<file path="src/rtl/fir_pkg.sv">
// Shared widths, fixed-point coefficients and state encoding for the
// heart-rate FIR sequencer and its sample ring.
package fir_pkg;
    localparam int DATA_W = 10;
    localparam int NTAPS  = 31;
    localparam int NPAIR  = (NTAPS + 1) / 2;
    localparam int COEF_W = 16;
    localparam int ACC_W  = 32;
    localparam int PTR_W  = 5;
    localparam int K_W    = 4;
    localparam int FRAC_W = 15;

    localparam logic [ACC_W-1:0] ROUND_C = ACC_W'(1) << (FRAC_W - 1);

    localparam logic [1:0] IDLE  = 2'd0;
    localparam logic [1:0] MAC   = 2'd1;
    localparam logic [1:0] ROUND = 2'd2;
    localparam logic [1:0] OUT   = 2'd3;

    // Unsigned Q0.15 half of the symmetric impulse response, outermost tap first.
    localparam logic [COEF_W-1:0] COEF [0:NPAIR-1] = '{
        16'd105,  16'd128,  16'd180,  16'd265,  16'd390,  16'd544,  16'd727,  16'd934,
        16'd1150, 16'd1373, 16'd1586, 16'd1776, 16'd1940, 16'd2064, 16'd2140, 16'd2166
    };

    function automatic logic [PTR_W-1:0] ring_idx(input logic [PTR_W-1:0] base,
                                                  input logic [PTR_W-1:0] off);
        logic [PTR_W:0] d;
        d = {1'b0, base} - {1'b0, off};
        if (d[PTR_W]) d = d + (PTR_W+1)'(NTAPS);
        return d[PTR_W-1:0];
    endfunction
endpackage

</file>
<file path="src/rtl/fir_sample_ring.sv">
// 31-entry circular sample history; reads are addressed as an offset back
// from the newest entry so the sequencer never handles the wrap itself.
module fir_sample_ring
    import fir_pkg::*;
(
    input  logic              clk,
    input  logic              reset,
    input  logic              i_wr_en,
    input  logic [DATA_W-1:0] i_wr_data,
    input  logic [PTR_W-1:0]  i_off_a,
    input  logic [PTR_W-1:0]  i_off_b,
    output logic [DATA_W-1:0] o_rd_a,
    output logic [DATA_W-1:0] o_rd_b
);
    logic [DATA_W-1:0] r_mem [0:NTAPS-1];
    logic [PTR_W-1:0]  r_wp;
    logic [PTR_W-1:0]  w_newest;

    always_ff @(posedge clk or negedge reset) begin
        if (!reset) begin
            r_wp <= '0;
            for (int i = 0; i < NTAPS; i++) r_mem[i] <= '0;
        end else if (i_wr_en) begin
            r_mem[r_wp] <= i_wr_data;
            r_wp        <= (r_wp == PTR_W'(NTAPS - 1)) ? '0 : r_wp + 1'b1;
        end
    end

    assign w_newest = ring_idx(r_wp, PTR_W'(1));
    assign o_rd_a   = r_mem[ring_idx(w_newest, i_off_a)];
    assign o_rd_b   = r_mem[ring_idx(w_newest, i_off_b)];
endmodule

</file>
<file path="src/rtl/fir_mac_sequencer.sv">
// Time-multiplexed symmetric FIR: one shared pre-add/multiply/accumulate step
// per coefficient pair, then round, saturate and publish one sample.
//  state | meaning
//  IDLE  | waiting for a sample, sample_ready high
//  MAC   | accumulate pair r_k (centre tap alone when r_k = NPAIR-1)
//  ROUND | round half-up, saturate, register filt_out
//  OUT   | one-cycle filt_valid pulse
module fir_mac_sequencer
    import fir_pkg::*;
(
    input  logic              clk,
    input  logic              reset,
    input  logic [DATA_W-1:0] sample_in,
    input  logic              sample_valid,
    output logic              sample_ready,
    output logic [DATA_W-1:0] filt_out,
    output logic              filt_valid,
    output logic              primed,
    output logic              overrun,
    input  logic              clear_overrun
);
    localparam int PROD_W  = DATA_W + 1 + COEF_W;
    localparam int SHIFT_W = ACC_W + 1 - FRAC_W;
    localparam logic [DATA_W-1:0] DATA_MAX = '1;

    logic [1:0]         r_state;
    logic [K_W-1:0]     r_k;
    logic [ACC_W-1:0]   r_acc;
    logic [DATA_W-1:0]  r_filt;
    logic               r_overrun;
    logic [PTR_W-1:0]   r_cnt;

    logic               w_ready;
    logic               w_accept;
    logic               w_drop;
    logic               w_centre;
    logic [DATA_W-1:0]  w_rd_a;
    logic [DATA_W-1:0]  w_rd_b;
    logic [DATA_W:0]    w_preadd;
    logic [PROD_W-1:0]  w_prod;
    logic [SHIFT_W-1:0] w_shift;
    logic [DATA_W-1:0]  w_sat;

    // Gated with reset so the front end never sees ready while held in reset.
    assign w_ready  = reset & (r_state == IDLE);
    assign w_accept = sample_valid & w_ready;
    assign w_drop   = sample_valid & ~w_ready;

    fir_sample_ring u_ring (
        .clk       (clk),
        .reset     (reset),
        .i_wr_en   (w_accept),
        .i_wr_data (sample_in),
        .i_off_a   ({1'b0, r_k}),
        .i_off_b   (PTR_W'(NTAPS - 1) - {1'b0, r_k}),
        .o_rd_a    (w_rd_a),
        .o_rd_b    (w_rd_b)
    );

    assign w_centre = (r_k == K_W'(NPAIR - 1));
    assign w_preadd = w_centre ? {1'b0, w_rd_a} : ({1'b0, w_rd_a} + {1'b0, w_rd_b});
    assign w_prod   = PROD_W'(w_preadd) * PROD_W'(COEF[r_k]);

    // One extra bit keeps the rounding add from wrapping near full-scale acc.
    assign w_shift  = SHIFT_W'(({1'b0, r_acc} + {1'b0, ROUND_C}) >> FRAC_W);
    assign w_sat    = (w_shift > SHIFT_W'(DATA_MAX)) ? DATA_MAX : w_shift[DATA_W-1:0];

    always_ff @(posedge clk or negedge reset) begin
        if (!reset) begin
            r_state <= IDLE;
            r_k     <= '0;
            r_acc   <= '0;
            r_filt  <= '0;
        end else begin
            case (r_state)
                IDLE: begin
                    if (w_accept) begin
                        r_acc   <= '0;
                        r_k     <= '0;
                        r_state <= MAC;
                    end
                end
                MAC: begin
                    r_acc <= r_acc + ACC_W'(w_prod);
                    if (w_centre) r_state <= ROUND;
                    else          r_k     <= r_k + 1'b1;
                end
                ROUND: begin
                    r_filt  <= w_sat;
                    r_state <= OUT;
                end
                OUT:     r_state <= IDLE;
                default: r_state <= IDLE;
            endcase
        end
    end

    always_ff @(posedge clk or negedge reset) begin
        if (!reset) begin
            r_overrun <= 1'b0;
            r_cnt     <= '0;
        end else begin
            if (w_drop)             r_overrun <= 1'b1;
            else if (clear_overrun) r_overrun <= 1'b0;
            if (w_accept && !primed) r_cnt <= r_cnt + 1'b1;
        end
    end

    assign sample_ready = w_ready;
    assign filt_out     = r_filt;
    assign filt_valid   = (r_state == OUT);
    assign primed       = (r_cnt == PTR_W'(NTAPS));
    assign overrun      = r_overrun;
endmodule

</file>
<file path="config.mk">
export PLATFORM = sky130hd
export DESIGN_NAME = fir_mac_sequencer
export DESIGN_NICKNAME = d
export VERILOG_FILES = /design/src/rtl/fir_pkg.sv /design/src/rtl/fir_sample_ring.sv /design/src/rtl/fir_mac_sequencer.sv
export SDC_FILE = /design/constraint.sdc
export NUM_CORES = 1
export LEC_CHECK = 0
export BUFFER_PORTS_ARGS = -buffer_cell sky130_fd_sc_hd__buf_2
export CAP_MARGIN = 20
export CORE_AREA = 2 2 213 215
export CTS_CLUSTER_SIZE = 8
export DETAILED_ROUTE_END_ITERATION = 8
export DIE_AREA = 0 0 215 217
export PLACE_DENSITY = 0.87
export SKIP_CTS_REPAIR_TIMING = 1
export SYNTH_ARGS = -nofsm -noshare
export SYNTH_HDL_FRONTEND = slang
export SYNTH_SLANG_ARGS = --single-unit
</file>
<file path="constraint.sdc">
create_clock -name clk -period 14.82 [get_ports clk]
set_input_delay 0.741 -clock clk [delete_from_list [all_inputs] [get_ports clk]]
set_output_delay 0.741 -clock clk [all_outputs]
set_load 0.1 [all_outputs]
</file>
==> results.md, run 1 <==
* Status: completed
* Setup crit start: u_ring.r_wp[2]$_DFFE_PN0P_
* I/O Pins at 28
* HP Class: input pin to async pin
* CP arrival at 14.69 ns
* Top_reg_cell synth: dfrtp_1
* # fillers at 3358
* Post-synthesis net count at 3227
* Final Routed Wirelength at 109000 um
* Adder-Cell Fraction of Synth Area at 0.126
* Max Root-Sink Buffers at 3
* Min Tclk post-route at 14.22 ns
* CP peak stage delay at 1.01 ns
* Vias in the first global route at 26.2k
* Post-synth cell types at 88
* Worst-Margin Slew at 1.34 ns
* Fin crit share at 0.959
* Via density per instance at 7.21
* Worst R2R End: r_acc[31]$_DFFE_PN0P_
* Clock latency on the worst-skew pair at 0.64 ns
* Mapped Cells at 2994
* Final setup viols at 0
* Synth Area in XOR/XNOR at 0.0186
* Req. time, crit path at 15.29 ns
* Gr usage total at 0.466
* Post-DP HPWL at 75900 um
* Final hold violations at 0
* First-pass GRT wire length at 163000 um
* Post-synth ARST share at 1.00
* Largest family of logic cells by synthesized area: multiplexers
* Fmax at 70.3 MHz
* IO buf count at 27
* CTS tree: yes
* Clock skew at 0.0371 ns
* Final net count at 3213
* Area added between synthesis and finish at 8.62%
* Critical Path End Type: register
* Mux contribution to synthesized area at 0.177
* Worst r2r src: u_ring.r_wp[2]$_DFFE_PN0P_
* Worst setup SP type: register
* Iteration count of the initial detailed-routing pass at 7
* Core box area at 44700 um^2
* Initial antenna violation count at 6
* Die Y at 217 um
* Max cap viols at 0
* Routed len/inst at 30.3 um
* Number of synthesized flops with an enable pin at 0
* # rows at 78
* DR DRC count at 0
* Initial Util at 0.638
* Worst Reg-to-Reg Cells at 41
* DIE AREA at 46700 um^2
* Netlist Area Pre-Place at 28500 um^2
* Max-slew headroom at 0.106
* Seq/Total Area, Yosys at 0.324
* GP Congestion at 1.07
* Critical Path End: r_acc[31]$_DFFE_PN0P_
* Total number of vias at 25.9k
* Final antenna-violating net count at 0
* Clk sink count at 369
* 1st-iter DRT viols at 3687
* Post-synthesis compound-gate area fraction at 0.150
* Clk root buf: clkbuf_16
* Flop2flop setup slack at 0.60 ns
* Fin Setup TNS at 0 ns
* Cts bufs inserted at 53
* FF+latch count, synth at 369
* Chip Width at 215 um
* CTS H-tree lvls at 2
* Fraction of layout cells with a size suffix above 1 at 0.194
* Worst path most repeated cell: fa_1
* CP max FO at 16
* YS warnings at 0
* Simple-gate area share of the yosys netlist at 0.143
* Average size of a mapped cell at 9.53 um^2
* Largest net degree at the start of global routing at 87
* Clock transition at path regs at 0.06 ns
* Critical path class: register to register
* RSZ-0062 raised after global routing: no
* Critical-path top delay cell: nor4_1
* Total grt overflow at 0
* Final Max Slew Viols at 0
[worst max-delay path, delay by kind of cell, from the launching register on]
family | cells | cell delay (ns)
AOI/OAI and AO/OA | 16 | 5.25
adders and majority gates | 9 | 3.97
and+or+nand+nor | 9 | 2.50
xor gates and xnor gates | 3 | 1.27
DFF | 1 | 0.70
buffers and inverters | 4 | 0.39
[cells in the mapped netlist (30+ instances only)]
| cell | instances | area, um^2 |
|---|---|---|
| a221oi_1 | 31 | 272 |
| a21oi_1 | 89 | 445 |
| inv_1 | 239 | 897 |
| nand2_1 | 401 | 1510 |
| a31oi_1 | 30 | 188 |
| and3_1 | 49 | 307 |
| mux4_2 | 31 | 698 |
| nand2b_1 | 30 | 188 |
| mux2_2 | 314 | 3540 |
| nand4_1 | 41 | 257 |
| fa_1 | 115 | 2300 |
| nor2_1 | 154 | 578 |
| a211oi_1 | 43 | 323 |
| buf_2 | 39 | 195 |
| dfrtp_1 | 369 | 9230 |
| mux2i_1 | 78 | 781 |
| clkbuf_1 | 126 | 473 |
| nand3_1 | 106 | 531 |
| o21ai_0 | 94 | 470 |
| a32oi_1 | 34 | 298 |
| o211ai_1 | 35 | 263 |
| ha_1 | 104 | 1300 |
| xnor2_1 | 35 | 307 |
[cell usage in the layout, fill, tap and decap left out, types with 25 or more instances in the layout]
| cell type | count |
|---|---|
| nor3_1 | 26 |
| mux2_2 | 314 |
| inv_1 | 238 |
| ha_1 | 103 |
| fa_1 | 115 |
| a221oi_1 | 31 |
| mux2i_1 | 76 |
| nand3_1 | 106 |
| o21ai_0 | 94 |
| xnor2_1 | 34 |
| o22ai_1 | 29 |
| o211ai_1 | 35 |
| clkbuf_16 | 53 |
| nand2b_1 | 30 |
| buf_2 | 26 |
| a2111oi_0 | 27 |
| mux4_2 | 31 |
| nand2_1 | 401 |
| dfrtp_1 | 369 |
| a32oi_1 | 34 |
| and3_1 | 49 |
| nor2_1 | 144 |
| a21oi_1 | 89 |
| a31oi_1 | 30 |
| buf_4 | 88 |
| nand4_1 | 41 |
| a21o_1 | 25 |
| a211oi_1 | 43 |
[worst min path at each step]
| stage | from | end | slack, ns | cells after the start |
|---|---|---|---|---|
| after detailed placement | r_cnt[2]$_DFFE_PN0P_ | r_cnt[2]$_DFFE_PN0P_ | 0.49 | 1 |
| after global placement | r_cnt[3]$_DFFE_PN0P_ | r_cnt[3]$_DFFE_PN0P_ | 0.46 | 1 |
| after floorplan | r_cnt[3]$_DFFE_PN0P_ | r_cnt[3]$_DFFE_PN0P_ | 0.44 | 1 |
| after CTS | reset | r_acc[4]$_DFFE_PN0P_ | 0.06 | 1 |
| after global routing | reset | r_acc[4]$_DFFE_PN0P_ | 0.08 | 1 |
| final | reset | r_acc[4]$_DFFE_PN0P_ | 0.03 | 1 |
[layer usage]
layer	up-vias	global-route usage	routed length, um	share of wire
li1	10645	-	-	-
met1	12705	0.552	38500	0.35
met2	1914	0.727	48500	0.45
met3	627	0.125	11700	0.11
met4	6	0.362	9980	0.092
met5	-	0	42	0.00039
[through the flow]
stage | setup WS [ns] | hold slack [ns] | cell area [um^2] | cells | util
after detailed placement | 1.12 | 0.486 | 29400 | 3518 | 0.657
after floorplan | 3.90 | 0.439 | 28500 | 2994 | -
final | 0.604 | 0.0262 | 31000 | 3591 | 0.693
after CTS | 1.00 | 0.0599 | 30900 | 3581 | 0.691
after global placement | 1.35 | 0.460 | 29300 | 3514 | 0.656
after global routing | 0.169 | 0.0845 | 31000 | 3588 | 0.693
[area by class of cell]
| class | instances | area [um^2] | share of cell area |
|---|---|---|---|
| repair buffers | 122 | 938 | 0.0303 |
| well taps | 600 | 751 | 0.0242 |
| inverters | 240 | 901 | 0.0291 |
| flip-flops and latches | 369 | 9230 | 0.298 |
| clock buffers | 59 | 1400 | 0.0451 |
| multi-input cells | 2194 | 17600 | 0.569 |
| diodes | 3 | 7.51 | 0.000242 |
| clock inverters | 4 | 110 | 0.00355 |
[registers in the layout, indices dropped and copies added (netlist names)]
signal and cells:
u_ring.r_mem 310, r_state 2, r_acc 32, u_ring.r_wp 5, r_cnt 5, r_k 4
filt_out 10, overrun 1
[kinds of logic (layout without fill, tap and decap cells)]
family | count (synthesis) | in the layout
flip-flops | 369 | 369
other | 0 | 3
buffers and inverters | 431 | 425
AO/OA/AOI/OAI | 600 | 600
XOR/XNOR | 59 | 59
multiplexers | 425 | 425
AND/OR/NAND/NOR | 891 | 891
adder cells (fa/ha/maj) | 219 | 219
Power of run 1 is not shown: default switching activity piles up to over one toggle a cycle in this logic, so the estimate is an artifact.
==> run 2, diff against run 1 <==
--- a/config.mk
+++ b/config.mk
@@ -7,11 +7,11 @@
 export LEC_CHECK = 0
 export BUFFER_PORTS_ARGS = -buffer_cell sky130_fd_sc_hd__buf_2
 export CAP_MARGIN = 20
-export CORE_AREA = 2 2 213 215
+export CORE_AREA = 2 2 281 283
 export CTS_CLUSTER_SIZE = 8
 export DETAILED_ROUTE_END_ITERATION = 8
-export DIE_AREA = 0 0 215 217
-export PLACE_DENSITY = 0.87
+export DIE_AREA = 0 0 283 285
+export PLACE_DENSITY = 0.57
 export SKIP_CTS_REPAIR_TIMING = 1
 export SYNTH_ARGS = -nofsm -noshare
 export SYNTH_HDL_FRONTEND = slang
==> run 2 against run 1 <==
Against the previous run:
- cell count increased by 12%
- die area is 73% higher
- critical path depth is the same
- via count fell by 6.0%
- first-iteration DRC count down 29%
- clock skew down 0.0084 ns
- register-to-register slack improved by 0.57 ns
- hold slack worse by 0.019 ns
- count of clock-buffer cells in the layout rose by 1
- global-route usage is 21 points lower
==> results.md, run 2 (synthesized netlist as in run 1, its figures left out) <==
* Status: completed
* Gr usage total at 0.252 (-0.214)
* Final setup viols at 0 (unchanged)
* DIE AREA at 80700 um^2 (+73%)
* Worst R2R End: r_acc[31]$_DFFE_PN0P_
* Final Max Slew Viols at 0 (unchanged)
* Critical Path End Type: register
* Worst-Margin Slew at 1.18 ns (-0.163 ns)
* RSZ-0062 raised after global routing: no
* Final net count at 3211 (-0.062%)
* Crit path buf inv count at 5 (+1)
* Max-slew headroom at 0.214 (+0.108)
* Total number of vias at 24.3k (-6.0%)
* CTS H-tree lvls at 2 (unchanged)
* Total grt overflow at 0 (unchanged)
* Clock latency on the worst-skew pair at 0.64 ns (about the same)
* Min Tclk post-route at 13.64 ns (-0.574 ns)
* Fmax at 73.3 MHz (+4.2%)
* Die Y at 285 um (+31%)
* Vias in the first global route at 24.0k (-8.5%)
* I/O Pins at 28 (unchanged)
* Clock transition at path regs at 0.06 ns (about the same)
* 1st-iter DRT viols at 2629 (-29%)
* Fin worst setup slack at 1.18 ns (+0.574 ns)
* Fin Setup TNS at 0 ns (unchanged)
* IO buf count at 27 (unchanged)
* Commonest non-fill, non-tap cell in the layout: nand2_1
* Routed len/inst at 25.5 um (-16%)
* Post-DP HPWL at 72100 um (-5.0%)
* GP Congestion at 0.995 (-6.7%)
* Initial Util at 0.366 (-0.272)
* Req. time, crit path at 15.30 ns (about the same)
* Worst r2r src: u_ring.r_wp[2]$_DFFE_PN0P_
* Place WS at 1.20 ns (+0.0805 ns)
* Clk sink count at 369 (unchanged)
* Area added between synthesis and finish at 10.6%
* Clock skew at 0.0288 ns (-0.00835 ns)
* Chip Width at 283 um (+32%)
* Final hold violations at 0 (unchanged)
* Iteration count of the initial detailed-routing pass at 5 (-2)
* DR DRC count at 0 (unchanged)
* Most flop-heavy register: u_ring.r_mem
* Critical-path top delay cell: o211ai_1
* Max Root-Sink Buffers at 3 (unchanged)
* Critical path class: register to register
* Clk root buf: clkbuf_16
* Core box area at 78000 um^2 (+74%)
* Fin crit share at 0.921 (-0.0388)
* Final Util at 0.405 (-0.289)
* Worst setup SP type: register
* Largest register FFs at 310 (unchanged)
* Worst Reg-to-Reg Cells at 41 (unchanged)
* Via density per instance at 6.03 (-16%)
* First-pass GRT wire length at 155000 um (-4.5%)
* HP Class: input pin to async pin
* Max cap viols at 0 (unchanged)
* Antenna diodes at 0 (-3)
* Most frequent cells in the layout: nand2_1 (401), dfrtp_1 (369), mux2_2 (314), inv_1 (238), nor2_1 (135)
* CP arrival at 14.12 ns (-0.57 ns)
* Final antenna-violating net count at 0 (unchanged)
* Fraction of layout cells with a size suffix above 1 at 0.196 (+0.00140)
* CP peak stage delay at 0.90 ns (-0.11 ns)
* Largest net degree at the start of global routing at 78 (-10%)
* Flop2flop setup slack at 1.18 ns (+0.57 ns)
* CTS tree: yes
* Final Routed Wirelength at 103000 um (-5.2%)
* Crit-path leading delay family: compound AO/OA/AOI/OAI gates
* CP max FO at 23 (+7)
* Cts bufs inserted at 53 (unchanged)
* Initial antenna violation count at 1 (-5)
* # rows at 103 (+32%)
run 2: cell types whose count changed in the layout (fill, tap and decap cells not counted), moves of 2 or more:
cell | previous run | this run
diode_2 | 3 | 0
buf_16 | 2 | 4
nor2_2 | 11 | 20
buf_4 | 88 | 86
buf_6 | 2 | 0
clkbuf_8 | 5 | 2
clkbuf_1 | 1 | 5
nor2_1 | 144 | 135
run 2: cell type report:
cell class / count / area (um^2)
tap: 1050 / 1310
clock buffer: 60 / 1370
timing repair buffer: 120 / 956
inverter: 240 / 901
fill: 7621 / 46400
sequential: 369 / 9230
clock inverter: 4 / 88.8
multi-input combinational: 2194 / 17700
run 2: per-layer routing:
metal	GRT usage	part of all wire
met4	0.135	0.060
met5	0	0.00012
met2	0.400	0.45
met1	0.326	0.41
met3	0.0478	0.082
run 2: how the worst max path moves through the flow:
stage	start	to	slack [ns]	cells past startpoint
detailed placement	u_ring.r_wp[2]$_DFFE_PN0P_	r_acc[31]$_DFFE_PN0P_	1.20	48
floorplan	r_k[0]$_DFFE_PN0P_	r_acc[31]$_DFFE_PN0P_	3.90	48
finish	u_ring.r_wp[2]$_DFFE_PN0P_	r_acc[31]$_DFFE_PN0P_	1.18	41
global route	u_ring.r_wp[2]$_DFFE_PN0P_	r_acc[31]$_DFFE_PN0P_	0.32	48
CTS	u_ring.r_wp[2]$_DFFE_PN0P_	r_acc[31]$_DFFE_PN0P_	1.18	48
global placement	u_ring.r_wp[2]$_DFFE_PN0P_	r_acc[31]$_DFFE_PN0P_	1.39	48
run 2: stage by stage:
| step | cell area (um^2) | hold slack (ns) | cells |
|---|---|---|---|
| finish | 31500 | 0.00747 | 4037 |
| global route | 31500 | 0.0395 | 4037 |
| CTS | 31500 | 0.0350 | 4034 |
| detailed placement | 30000 | 0.458 | 3970 |
| global placement | 30000 | 0.462 | 3968 |
| floorplan | 28500 | 0.439 | 2994 |
Power of run 2 is left out for the same reason.
